--- src/rtl/native2axil_if.sv ---
// AXI4-Lite bus bundle between the native2axil bridge (master side) and a register slave.
// Signal names follow the AXI_* port naming of the bridge.
interface native2axil_if #(
    parameter int ADDR_WIDTH = 32,
    parameter int DATA_WIDTH = 32
);
    logic [ADDR_WIDTH-1:0]   AXI_AWADDR;
    logic [2:0]              AXI_AWPROT;
    logic                    AXI_AWVALID;
    logic                    AXI_AWREADY;

    logic [DATA_WIDTH-1:0]   AXI_WDATA;
    logic [DATA_WIDTH/8-1:0] AXI_WSTRB;
    logic                    AXI_WVALID;
    logic                    AXI_WREADY;

    logic [1:0]              AXI_BRESP;
    logic                    AXI_BVALID;
    logic                    AXI_BREADY;

    logic [ADDR_WIDTH-1:0]   AXI_ARADDR;
    logic [2:0]              AXI_ARPROT;
    logic                    AXI_ARVALID;
    logic                    AXI_ARREADY;

    logic [DATA_WIDTH-1:0]   AXI_RDATA;
    logic [1:0]              AXI_RRESP;
    logic                    AXI_RVALID;
    logic                    AXI_RREADY;

    modport master (
        output AXI_AWADDR, AXI_AWPROT, AXI_AWVALID,
        input  AXI_AWREADY,
        output AXI_WDATA, AXI_WSTRB, AXI_WVALID,
        input  AXI_WREADY,
        input  AXI_BRESP, AXI_BVALID,
        output AXI_BREADY,
        output AXI_ARADDR, AXI_ARPROT, AXI_ARVALID,
        input  AXI_ARREADY,
        input  AXI_RDATA, AXI_RRESP, AXI_RVALID,
        output AXI_RREADY
    );

    modport slave (
        input  AXI_AWADDR, AXI_AWPROT, AXI_AWVALID,
        output AXI_AWREADY,
        input  AXI_WDATA, AXI_WSTRB, AXI_WVALID,
        output AXI_WREADY,
        output AXI_BRESP, AXI_BVALID,
        input  AXI_BREADY,
        input  AXI_ARADDR, AXI_ARPROT, AXI_ARVALID,
        output AXI_ARREADY,
        output AXI_RDATA, AXI_RRESP, AXI_RVALID,
        input  AXI_RREADY
    );
endinterface

--- src/rtl/native2axil.sv ---
// AXI4-Lite master bridge: turns single-cycle native write/read pulses into one outstanding
// AXI4-Lite transaction and reports completion, read data and response codes back.
module native2axil #(
    parameter int DATA_WIDTH = 32,
    parameter int ADDR_WIDTH = 32
) (
    input  logic                    AXI_ACLK,
    input  logic                    AXI_ARESET,

    input  logic                    WEN,
    input  logic [ADDR_WIDTH-1:0]   WADDR,
    input  logic [DATA_WIDTH-1:0]   WDATA,
    input  logic [DATA_WIDTH/8-1:0] WSTRB,
    input  logic                    REN,
    input  logic [ADDR_WIDTH-1:0]   RADDR,

    output logic                    BUSY,
    output logic                    WACK,
    output logic [1:0]              WRESP,
    output logic                    RVALID,
    output logic [DATA_WIDTH-1:0]   RDATA,
    output logic [1:0]              RRESP,
    output logic                    DROP,

    native2axil_if.master           axi
);
    localparam int STRB_WIDTH = DATA_WIDTH / 8;

    localparam logic [2:0] IDLE       = 3'd0;
    localparam logic [2:0] WRITE      = 3'd1;
    localparam logic [2:0] WRITE_RESP = 3'd2;
    localparam logic [2:0] READ_ADDR  = 3'd3;
    localparam logic [2:0] READ_DATA  = 3'd4;

    logic [2:0]            state_q,     state_d;
    logic                  pend_q,      pend_d;
    logic [ADDR_WIDTH-1:0] pend_addr_q, pend_addr_d;

    logic [ADDR_WIDTH-1:0] awaddr_q,  awaddr_d;
    logic                  awvalid_q, awvalid_d;
    logic [DATA_WIDTH-1:0] wdata_q,   wdata_d;
    logic [STRB_WIDTH-1:0] wstrb_q,   wstrb_d;
    logic                  wvalid_q,  wvalid_d;
    logic                  bready_q,  bready_d;
    logic [ADDR_WIDTH-1:0] araddr_q,  araddr_d;
    logic                  arvalid_q, arvalid_d;
    logic                  rready_q,  rready_d;

    logic                  wack_q,    wack_d;
    logic [1:0]            wresp_q,   wresp_d;
    logic                  rvalid_q,  rvalid_d;
    logic [DATA_WIDTH-1:0] rdata_q,   rdata_d;
    logic [1:0]            rresp_q,   rresp_d;
    logic                  drop_q,    drop_d;

    logic                  busy;
    logic                  aw_done;
    logic                  w_done;

    assign busy = (state_q != IDLE) || pend_q;

    // A channel counts as done once its VALID has been retired or is handshaking now.
    assign aw_done = !awvalid_q || axi.AXI_AWREADY;
    assign w_done  = !wvalid_q  || axi.AXI_WREADY;

    always_comb begin
        state_d     = state_q;
        pend_d      = pend_q;
        pend_addr_d = pend_addr_q;
        awaddr_d    = awaddr_q;
        awvalid_d   = awvalid_q;
        wdata_d     = wdata_q;
        wstrb_d     = wstrb_q;
        wvalid_d    = wvalid_q;
        bready_d    = bready_q;
        araddr_d    = araddr_q;
        arvalid_d   = arvalid_q;
        rready_d    = rready_q;
        wack_d      = 1'b0;
        wresp_d     = wresp_q;
        rvalid_d    = 1'b0;
        rdata_d     = rdata_q;
        rresp_d     = rresp_q;
        drop_d      = (WEN || REN) && busy;

        case (state_q)
            IDLE: begin
                if (pend_q) begin
                    // The WACK cycle itself is skipped so the deferred read starts one cycle later.
                    if (!wack_q) begin
                        araddr_d  = pend_addr_q;
                        arvalid_d = 1'b1;
                        pend_d    = 1'b0;
                        state_d   = READ_ADDR;
                    end
                end else if (WEN) begin
                    awaddr_d  = WADDR;
                    wdata_d   = WDATA;
                    wstrb_d   = WSTRB;
                    awvalid_d = 1'b1;
                    wvalid_d  = 1'b1;
                    state_d   = WRITE;
                    if (REN) begin
                        pend_d      = 1'b1;
                        pend_addr_d = RADDR;
                    end
                end else if (REN) begin
                    araddr_d  = RADDR;
                    arvalid_d = 1'b1;
                    state_d   = READ_ADDR;
                end
            end

            WRITE: begin
                if (awvalid_q && axi.AXI_AWREADY) begin
                    awvalid_d = 1'b0;
                end
                if (wvalid_q && axi.AXI_WREADY) begin
                    wvalid_d = 1'b0;
                end
                if (aw_done && w_done) begin
                    bready_d = 1'b1;
                    state_d  = WRITE_RESP;
                end
            end

            WRITE_RESP: begin
                if (bready_q && axi.AXI_BVALID) begin
                    wresp_d  = axi.AXI_BRESP;
                    wack_d   = 1'b1;
                    bready_d = 1'b0;
                    state_d  = IDLE;
                end
            end

            READ_ADDR: begin
                if (arvalid_q && axi.AXI_ARREADY) begin
                    arvalid_d = 1'b0;
                    rready_d  = 1'b1;
                    state_d   = READ_DATA;
                end
            end

            READ_DATA: begin
                if (rready_q && axi.AXI_RVALID) begin
                    rdata_d  = axi.AXI_RDATA;
                    rresp_d  = axi.AXI_RRESP;
                    rvalid_d = 1'b1;
                    rready_d = 1'b0;
                    state_d  = IDLE;
                end
            end

            default: begin
                state_d = IDLE;
            end
        endcase
    end

    always_ff @(posedge AXI_ACLK) begin
        if (AXI_ARESET) begin
            state_q     <= IDLE;
            pend_q      <= 1'b0;
            pend_addr_q <= '0;
            awaddr_q    <= '0;
            awvalid_q   <= 1'b0;
            wdata_q     <= '0;
            wstrb_q     <= '0;
            wvalid_q    <= 1'b0;
            bready_q    <= 1'b0;
            araddr_q    <= '0;
            arvalid_q   <= 1'b0;
            rready_q    <= 1'b0;
            wack_q      <= 1'b0;
            wresp_q     <= 2'b00;
            rvalid_q    <= 1'b0;
            rdata_q     <= '0;
            rresp_q     <= 2'b00;
            drop_q      <= 1'b0;
        end else begin
            state_q     <= state_d;
            pend_q      <= pend_d;
            pend_addr_q <= pend_addr_d;
            awaddr_q    <= awaddr_d;
            awvalid_q   <= awvalid_d;
            wdata_q     <= wdata_d;
            wstrb_q     <= wstrb_d;
            wvalid_q    <= wvalid_d;
            bready_q    <= bready_d;
            araddr_q    <= araddr_d;
            arvalid_q   <= arvalid_d;
            rready_q    <= rready_d;
            wack_q      <= wack_d;
            wresp_q     <= wresp_d;
            rvalid_q    <= rvalid_d;
            rdata_q     <= rdata_d;
            rresp_q     <= rresp_d;
            drop_q      <= drop_d;
        end
    end

    assign BUSY   = busy;
    assign WACK   = wack_q;
    assign WRESP  = wresp_q;
    assign RVALID = rvalid_q;
    assign RDATA  = rdata_q;
    assign RRESP  = rresp_q;
    assign DROP   = drop_q;

    assign axi.AXI_AWADDR  = awaddr_q;
    assign axi.AXI_AWPROT  = 3'b000;
    assign axi.AXI_AWVALID = awvalid_q;
    assign axi.AXI_WDATA   = wdata_q;
    assign axi.AXI_WSTRB   = wstrb_q;
    assign axi.AXI_WVALID  = wvalid_q;
    assign axi.AXI_BREADY  = bready_q;
    assign axi.AXI_ARADDR  = araddr_q;
    assign axi.AXI_ARPROT  = 3'b000;
    assign axi.AXI_ARVALID = arvalid_q;
    assign axi.AXI_RREADY  = rready_q;
endmodule
--- src/flat_wrapper.sv ---
// flat-port wrapper written by rule: the top's interface ports become plain ports
module native2axil_flat 
#(
    parameter int DATA_WIDTH = 32,
    parameter int ADDR_WIDTH = 32
)
  (AXI_ACLK, AXI_ARESET, WEN, WADDR, WDATA, WSTRB, REN, RADDR, BUSY, WACK, WRESP, RVALID, RDATA, RRESP, DROP, axi_AXI_AWADDR, axi_AXI_AWPROT, axi_AXI_AWVALID, axi_AXI_AWREADY, axi_AXI_WDATA, axi_AXI_WSTRB, axi_AXI_WVALID, axi_AXI_WREADY, axi_AXI_BRESP, axi_AXI_BVALID, axi_AXI_BREADY, axi_AXI_ARADDR, axi_AXI_ARPROT, axi_AXI_ARVALID, axi_AXI_ARREADY, axi_AXI_RDATA, axi_AXI_RRESP, axi_AXI_RVALID, axi_AXI_RREADY);
  native2axil_if #(.ADDR_WIDTH(ADDR_WIDTH), .DATA_WIDTH(DATA_WIDTH)) axi_i ();
  input  logic AXI_ACLK;
  input  logic AXI_ARESET;
  input  logic WEN;
  input  logic [ADDR_WIDTH-1:0] WADDR;
  input  logic [DATA_WIDTH-1:0] WDATA;
  input  logic [DATA_WIDTH/8-1:0] WSTRB;
  input  logic REN;
  input  logic [ADDR_WIDTH-1:0] RADDR;
  output logic BUSY;
  output logic WACK;
  output logic [1:0] WRESP;
  output logic RVALID;
  output logic [DATA_WIDTH-1:0] RDATA;
  output logic [1:0] RRESP;
  output logic DROP;
  output wire logic [$bits(axi_i.AXI_AWADDR)-1:0] axi_AXI_AWADDR;
  output wire logic [$bits(axi_i.AXI_AWPROT)-1:0] axi_AXI_AWPROT;
  output wire logic [$bits(axi_i.AXI_AWVALID)-1:0] axi_AXI_AWVALID;
  input wire logic [$bits(axi_i.AXI_AWREADY)-1:0] axi_AXI_AWREADY;
  output wire logic [$bits(axi_i.AXI_WDATA)-1:0] axi_AXI_WDATA;
  output wire logic [$bits(axi_i.AXI_WSTRB)-1:0] axi_AXI_WSTRB;
  output wire logic [$bits(axi_i.AXI_WVALID)-1:0] axi_AXI_WVALID;
  input wire logic [$bits(axi_i.AXI_WREADY)-1:0] axi_AXI_WREADY;
  input wire logic [$bits(axi_i.AXI_BRESP)-1:0] axi_AXI_BRESP;
  input wire logic [$bits(axi_i.AXI_BVALID)-1:0] axi_AXI_BVALID;
  output wire logic [$bits(axi_i.AXI_BREADY)-1:0] axi_AXI_BREADY;
  output wire logic [$bits(axi_i.AXI_ARADDR)-1:0] axi_AXI_ARADDR;
  output wire logic [$bits(axi_i.AXI_ARPROT)-1:0] axi_AXI_ARPROT;
  output wire logic [$bits(axi_i.AXI_ARVALID)-1:0] axi_AXI_ARVALID;
  input wire logic [$bits(axi_i.AXI_ARREADY)-1:0] axi_AXI_ARREADY;
  input wire logic [$bits(axi_i.AXI_RDATA)-1:0] axi_AXI_RDATA;
  input wire logic [$bits(axi_i.AXI_RRESP)-1:0] axi_AXI_RRESP;
  input wire logic [$bits(axi_i.AXI_RVALID)-1:0] axi_AXI_RVALID;
  output wire logic [$bits(axi_i.AXI_RREADY)-1:0] axi_AXI_RREADY;
  assign axi_AXI_AWADDR = axi_i.AXI_AWADDR;
  assign axi_AXI_AWPROT = axi_i.AXI_AWPROT;
  assign axi_AXI_AWVALID = axi_i.AXI_AWVALID;
  assign axi_i.AXI_AWREADY = axi_AXI_AWREADY;
  assign axi_AXI_WDATA = axi_i.AXI_WDATA;
  assign axi_AXI_WSTRB = axi_i.AXI_WSTRB;
  assign axi_AXI_WVALID = axi_i.AXI_WVALID;
  assign axi_i.AXI_WREADY = axi_AXI_WREADY;
  assign axi_i.AXI_BRESP = axi_AXI_BRESP;
  assign axi_i.AXI_BVALID = axi_AXI_BVALID;
  assign axi_AXI_BREADY = axi_i.AXI_BREADY;
  assign axi_AXI_ARADDR = axi_i.AXI_ARADDR;
  assign axi_AXI_ARPROT = axi_i.AXI_ARPROT;
  assign axi_AXI_ARVALID = axi_i.AXI_ARVALID;
  assign axi_i.AXI_ARREADY = axi_AXI_ARREADY;
  assign axi_i.AXI_RDATA = axi_AXI_RDATA;
  assign axi_i.AXI_RRESP = axi_AXI_RRESP;
  assign axi_i.AXI_RVALID = axi_AXI_RVALID;
  assign axi_AXI_RREADY = axi_i.AXI_RREADY;
  native2axil #(.DATA_WIDTH(DATA_WIDTH), .ADDR_WIDTH(ADDR_WIDTH)) u_core (.AXI_ACLK(AXI_ACLK), .AXI_ARESET(AXI_ARESET), .WEN(WEN), .WADDR(WADDR), .WDATA(WDATA), .WSTRB(WSTRB), .REN(REN), .RADDR(RADDR), .BUSY(BUSY), .WACK(WACK), .WRESP(WRESP), .RVALID(RVALID), .RDATA(RDATA), .RRESP(RRESP), .DROP(DROP), .axi(axi_i));
endmodule
--- config.mk ---
export PLATFORM = sky130hd
export DESIGN_NAME = native2axil_flat
export DESIGN_NICKNAME = d
export VERILOG_FILES = /design/src/rtl/native2axil_if.sv /design/src/rtl/native2axil.sv /design/src/flat_wrapper.sv
export SDC_FILE = /design/constraint.sdc
export NUM_CORES = 1
export LEC_CHECK = 0
export ABC_CLOCK_PERIOD_IN_PS = 4040
export CAP_MARGIN = 20
export CORE_ASPECT_RATIO = 0.9
export CORE_UTILIZATION = 30
export CTS_BUF_LIST = sky130_fd_sc_hd__clkbuf_16
export DETAILED_ROUTE_END_ITERATION = 6
export PLACE_DENSITY = 0.61
export REMOVE_ABC_BUFFERS = 1
export SYNTH_ARGS = -nofsm -noshare
export SYNTH_HDL_FRONTEND = slang
export SYNTH_SLANG_ARGS = --single-unit
--- constraint.sdc ---
create_clock -name AXI_ACLK -period 4.04 [get_ports AXI_ACLK]
set_input_delay 0.404 -clock AXI_ACLK [delete_from_list [all_inputs] [get_ports AXI_ACLK]]
set_output_delay 0.404 -clock AXI_ACLK [all_outputs]
set_load 0.02 [all_outputs]
# == Word level (Yosys, flattened, before mapping) ==
# Index checks and enable logic that the tools add are counted.
# word_totals
ff_bits,180
latchBits,0
ram_bits,0
rom_bits,0
inputBits,145
out_inout_bits,151
wordCells,109
mem_count,0
# classes
addsub,0
multipliers,0
div_mod_pow,0
order_cmp,0
eq_ne,18
shift,0
n_mux,37
n_bitwise,3
n_reduce_logical,33
# ops
operator,count
$mux 32,4
$mux 3,8
$mux 1,19
$reduce_and 4->1,4
$pmux 3 s5,1
$ne 2x1->1 const B,7
$pmux 1 s2,5
$reduce_bool 2->1,5
$reduce_and 3->1,3
$logic_and 1x1->1,7
$eq 3x2->1 const B,2
$ne 2x2->1 const B,3
$ne 3x2->1 const B,2
$reduce_and 6->1,1
$reduce_and 5->1,1
$logic_or 1x1->1,4
$ne 4x3->1 const B,1
$reduce_and 2->1,2
$reduce_or 2->1,2
$eq 3x1->1 const B,1
$eq 3x3->1 const B,1
$logic_not 3->1,1
$ne 3x3->1 const B,1
$not 1->1,3
2 further kinds,3

# == Longest topological paths before layout ==
# logic_depth
word_depth,5
depth_mapped,8
ltp_nobuf,4

# == Worst setup path after synthesis ==
# Ideal clock, no wire load.
# synth_path
kind,register -> register
startpoint,register u_core.state_q[2]
endpoint,register u_core.araddr_q[21] (netlist: u_core.axi.AXI_ARADDR[21])
setup_ps,146
arrival_time_ps,1367
required_ps,3894
path_slack_ps,2527
stages_incl_launch_ff,7
path_buffers,3
period_less_slack_ps,1513
cell_sequence,dfxtp_1 -> buf_2 -> or3_4 -> a21oi_2 -> buf_4 -> buf_2 -> a211oi_2
# synth_via
elab_chain_cells,2
# synth_lines
item,line_no,source
"start, declared",native2axil.sv:35,"logic [2:0] state_q, state_d;"
"start signal, assigned",native2axil.sv:181,state_q <= state_d;
$logic_not 3->1,native2axil.sv:86,case (state_q)
$reduce_and 4->1 (no line),-,
"end signal, assigned",native2axil.sv:190,araddr_q <= araddr_d;
"end, declared",native2axil.sv:45,"logic [ADDR_WIDTH-1:0] araddr_q, araddr_d;"
# No other way between the ends.
# A chain may end at the register's enable or synchronous reset.

# == Final worst setup path ==
# layout_path
startpoint,register u_core.pend_q
endpoint,output port BUSY
# layout_via
elab_chain_cells,1
# layout_lines
item,line_no,source
"start, declared",native2axil.sv:36,"logic pend_q, pend_d;"
"start signal, assigned",native2axil.sv:182,pend_q <= pend_d;
$logic_or 1x1->1,native2axil.sv:60,assign busy = (state_q != IDLE) || pend_q;
"end, declared",flat_wrapper.sv:17,output logic BUSY;
# No other way between the ends.

==> run metrics <==
pwr dens 523 nW/um^2; number of buffers created by CTS 17; Tmin final 2540 ps; vias in the first global route 5607; worst IR drop on VDD 0.248 mV; Pwr Total 5400 uW; layout cells sized above 1 6.14%; Worst Path Max Fanout 36; worst slew pin tran 934 ps; adder-cell share of the synthesized area 0%; asr flop ratio synth 0%; core area 21800 um^2; gr usage total 16.4%; worst min path class register to register; final setup TNS 0 ps; clk sinks 180; die width 160 um; Die Ht 144 um; Avg Cell Area, Syn 8.35 um^2; largest family of logic cells by synthesized area simple AND/OR/NAND/NOR gates; routed vias 6091; std cell rows 51; Compound-Gate Fraction of Synth Area 16.3%; Starting Density 30.9%; Die Area 23100 um^2; unrepaired setup endpoints after global routing no; Simple-Gate Fraction of Synth Area 19.9%; DP HPWL 13000 um; largest net degree at the start of global routing 106; ys flop type dfxtp_1; Max clock buf depth 2; sequential share of the synthesized area 53.5%; status finished, final reports clean; Final Hold Fails 0; first-pass GRT wire length 29700 um; ANT cells 0; CTS clock-pin slew for the worst setup and hold paths 70 ps; Pleak 0.00354 uW; Setup-failing EPs final 0; Critical Path Source Type register; clock insertion delay at the later pin of the skew report 420 ps; drt wl/cell 14.2 um; TritonRoute pass-1 iters 4; post-synthesis mux area share 5.05%; initial antenna violation count 1; post-route ant nets 0; CTS root buf clkbuf_16; Critical Path RT 3640 ps; Post CTS Setup Buffer Count 0; max cap viols 0; CP Capture Type output port; xor/xnor share of the synthesized area 0%; Residual DRC 0; io pins 296; CTS resizes 0; FF+latch count, synth 180; Synth cell types 32; synthesized area 6740 um^2; yosys warns 0; Post-Route WL 19400 um; drt initial violations 254; area growth from synthesis to layout 53.5%; Setup Skew 13.3 ps; buffers added on ports 289; TritonCTS clock tree yes; H-tree levels 4; Post-CTS Hold Fix Bufs 0; Syn Inst Count 807; Overflow after GRT 0; critical path class register to output port; share of the clock period used by the worst path 63.0%; nets 1207; EDFF count, synth 0; GP Congestion 0.707; worst rel slew slack 37.7%; achievable frequency 0.393 GHz; Worst EP arrival 2140 ps; routed vias/inst 4.46; Max Slew Vio Count 0
## worst max-delay path, cell delays in order, from the launching register on
cell and delay (ps):
dfxtp_2 350, buf_4 500, nor2_1 140, inv_1 80, clkdlybuf4s50_1 660
## placed cells by master (no fill, tap or decap), drive strengths merged, types with 2 or more instances in the layout
cell type      Yosys  layout
nand3              3       3
clkbuf            34      17
inv                3       9
mux2i             34      34
dfxtp            180     180
nand2            276     276
a31oi              2       2
buf               34      11
a211oi            32      32
nor2              44      44
clkinvlp           0       4
clkinv             0       4
nor3               6       6
clkdlybuf4s50      0     288
nand2b             3       3
conb               1       6
a21oi            142     142
## area by class of cell
| class | instances | area [um^2] |
|---|---|---|
| multi-input combinational | 561 | 2810 |
| clock buffer | 17 | 425 |
| tap | 291 | 364 |
| fill | 2154 | 11500 |
| inverter | 3 | 11.3 |
| sequential | 180 | 3600 |
| timing repair buffer | 299 | 2990 |
| clock inverter | 15 | 131 |
## worst paths after layout
path,startpoint,to,slack [ps],depth (start not counted)
hold reg to reg,u_core.axi.AXI_AWADDR[10]$_SDFFE_PP0P_,u_core.axi.AXI_AWADDR[10]$_SDFFE_PP0P_,450,2
setup reg to reg,u_core.pend_q$_SDFFE_PP0N_,u_core.axi.AXI_ARADDR[2]$_SDFFE_PP0P_,1610,6
setup / recovery,u_core.pend_q$_SDFFE_PP0N_,BUSY,1500,4
hold / removal,u_core.axi.AXI_AWADDR[10]$_SDFFE_PP0P_,u_core.axi.AXI_AWADDR[10]$_SDFFE_PP0P_,450,2
## stage by stage
stage / hold WS (ps) / util [%] / std cells / worst slack (ps) / cell area (um^2)
floorplan: 430 / - / 744 / 321 / 6410
CTS: 455 / 47.4 / 1366 / 1420 / 10300
global route: 469 / 47.4 / 1366 / 1340 / 10300
global placement: 441 / 44.8 / 1334 / 1340 / 9780
detailed placement: 445 / 44.8 / 1334 / 1310 / 9780
finish: 453 / 47.4 / 1366 / 1500 / 10300
## cells in the mapped netlist, types with 2 or more instances
cell type	number	area (um^2)
a211oi_1	12	90.1
a211oi_2	20	250
a21oi_1	141	706
a31oi_1	2	12.5
buf_2	20	100
buf_4	12	90.1
buf_6	2	22.5
clkbuf_1	34	128
dfxtp_1	180	3600
inv_1	3	11.3
mux2i_1	34	340
nand2_1	276	1040
nand2b_1	3	18.8
nand3_1	3	15.0
nor2_1	44	165
nor3_1	5	25.0
## where the power goes
part           total, uW  switching (uW)  internal (uW)
Clock               1590             736            854
Combinational       1660             914            741
Sequential          2160             140           2020
## flip-flops by register name (all words and copies together), names as in the netlist, 2 cells and up
name / count
u_core.axi.AXI_ARADDR: 32
u_core.pend_addr_q: 32
u_core.state_q: 3
u_core.axi.AXI_AWADDR: 32
u_core.axi.AXI_WDATA: 32
u_core.axi.AXI_WSTRB: 4
u_core.WRESP: 2
u_core.RDATA: 32
u_core.RRESP: 2
## per-layer routing
| metal | up-vias | GRT usage (%) | wire [um] | share of wire (%) |
|---|---|---|---|---|
| met3 | 9 | 8.20 | 1970 | 10 |
| li1 | 3151 | - | - | - |
| met1 | 2738 | 20.3 | 8590 | 44 |
| met5 | - | 0 | 13 | 0.067 |
| met2 | 191 | 25.1 | 8650 | 45 |
| met4 | 2 | 4.06 | 122 | 0.63 |
## cells by family after synthesis
family                 count (synthesis)
flip-flops                           180
AND/OR/NAND/NOR                      341
multiplexers                          34
AO/OA/AOI/OAI                        180
buffers and inverters                 71
other                                  1
No activity file was read; power rests on OpenSTA's default activity.
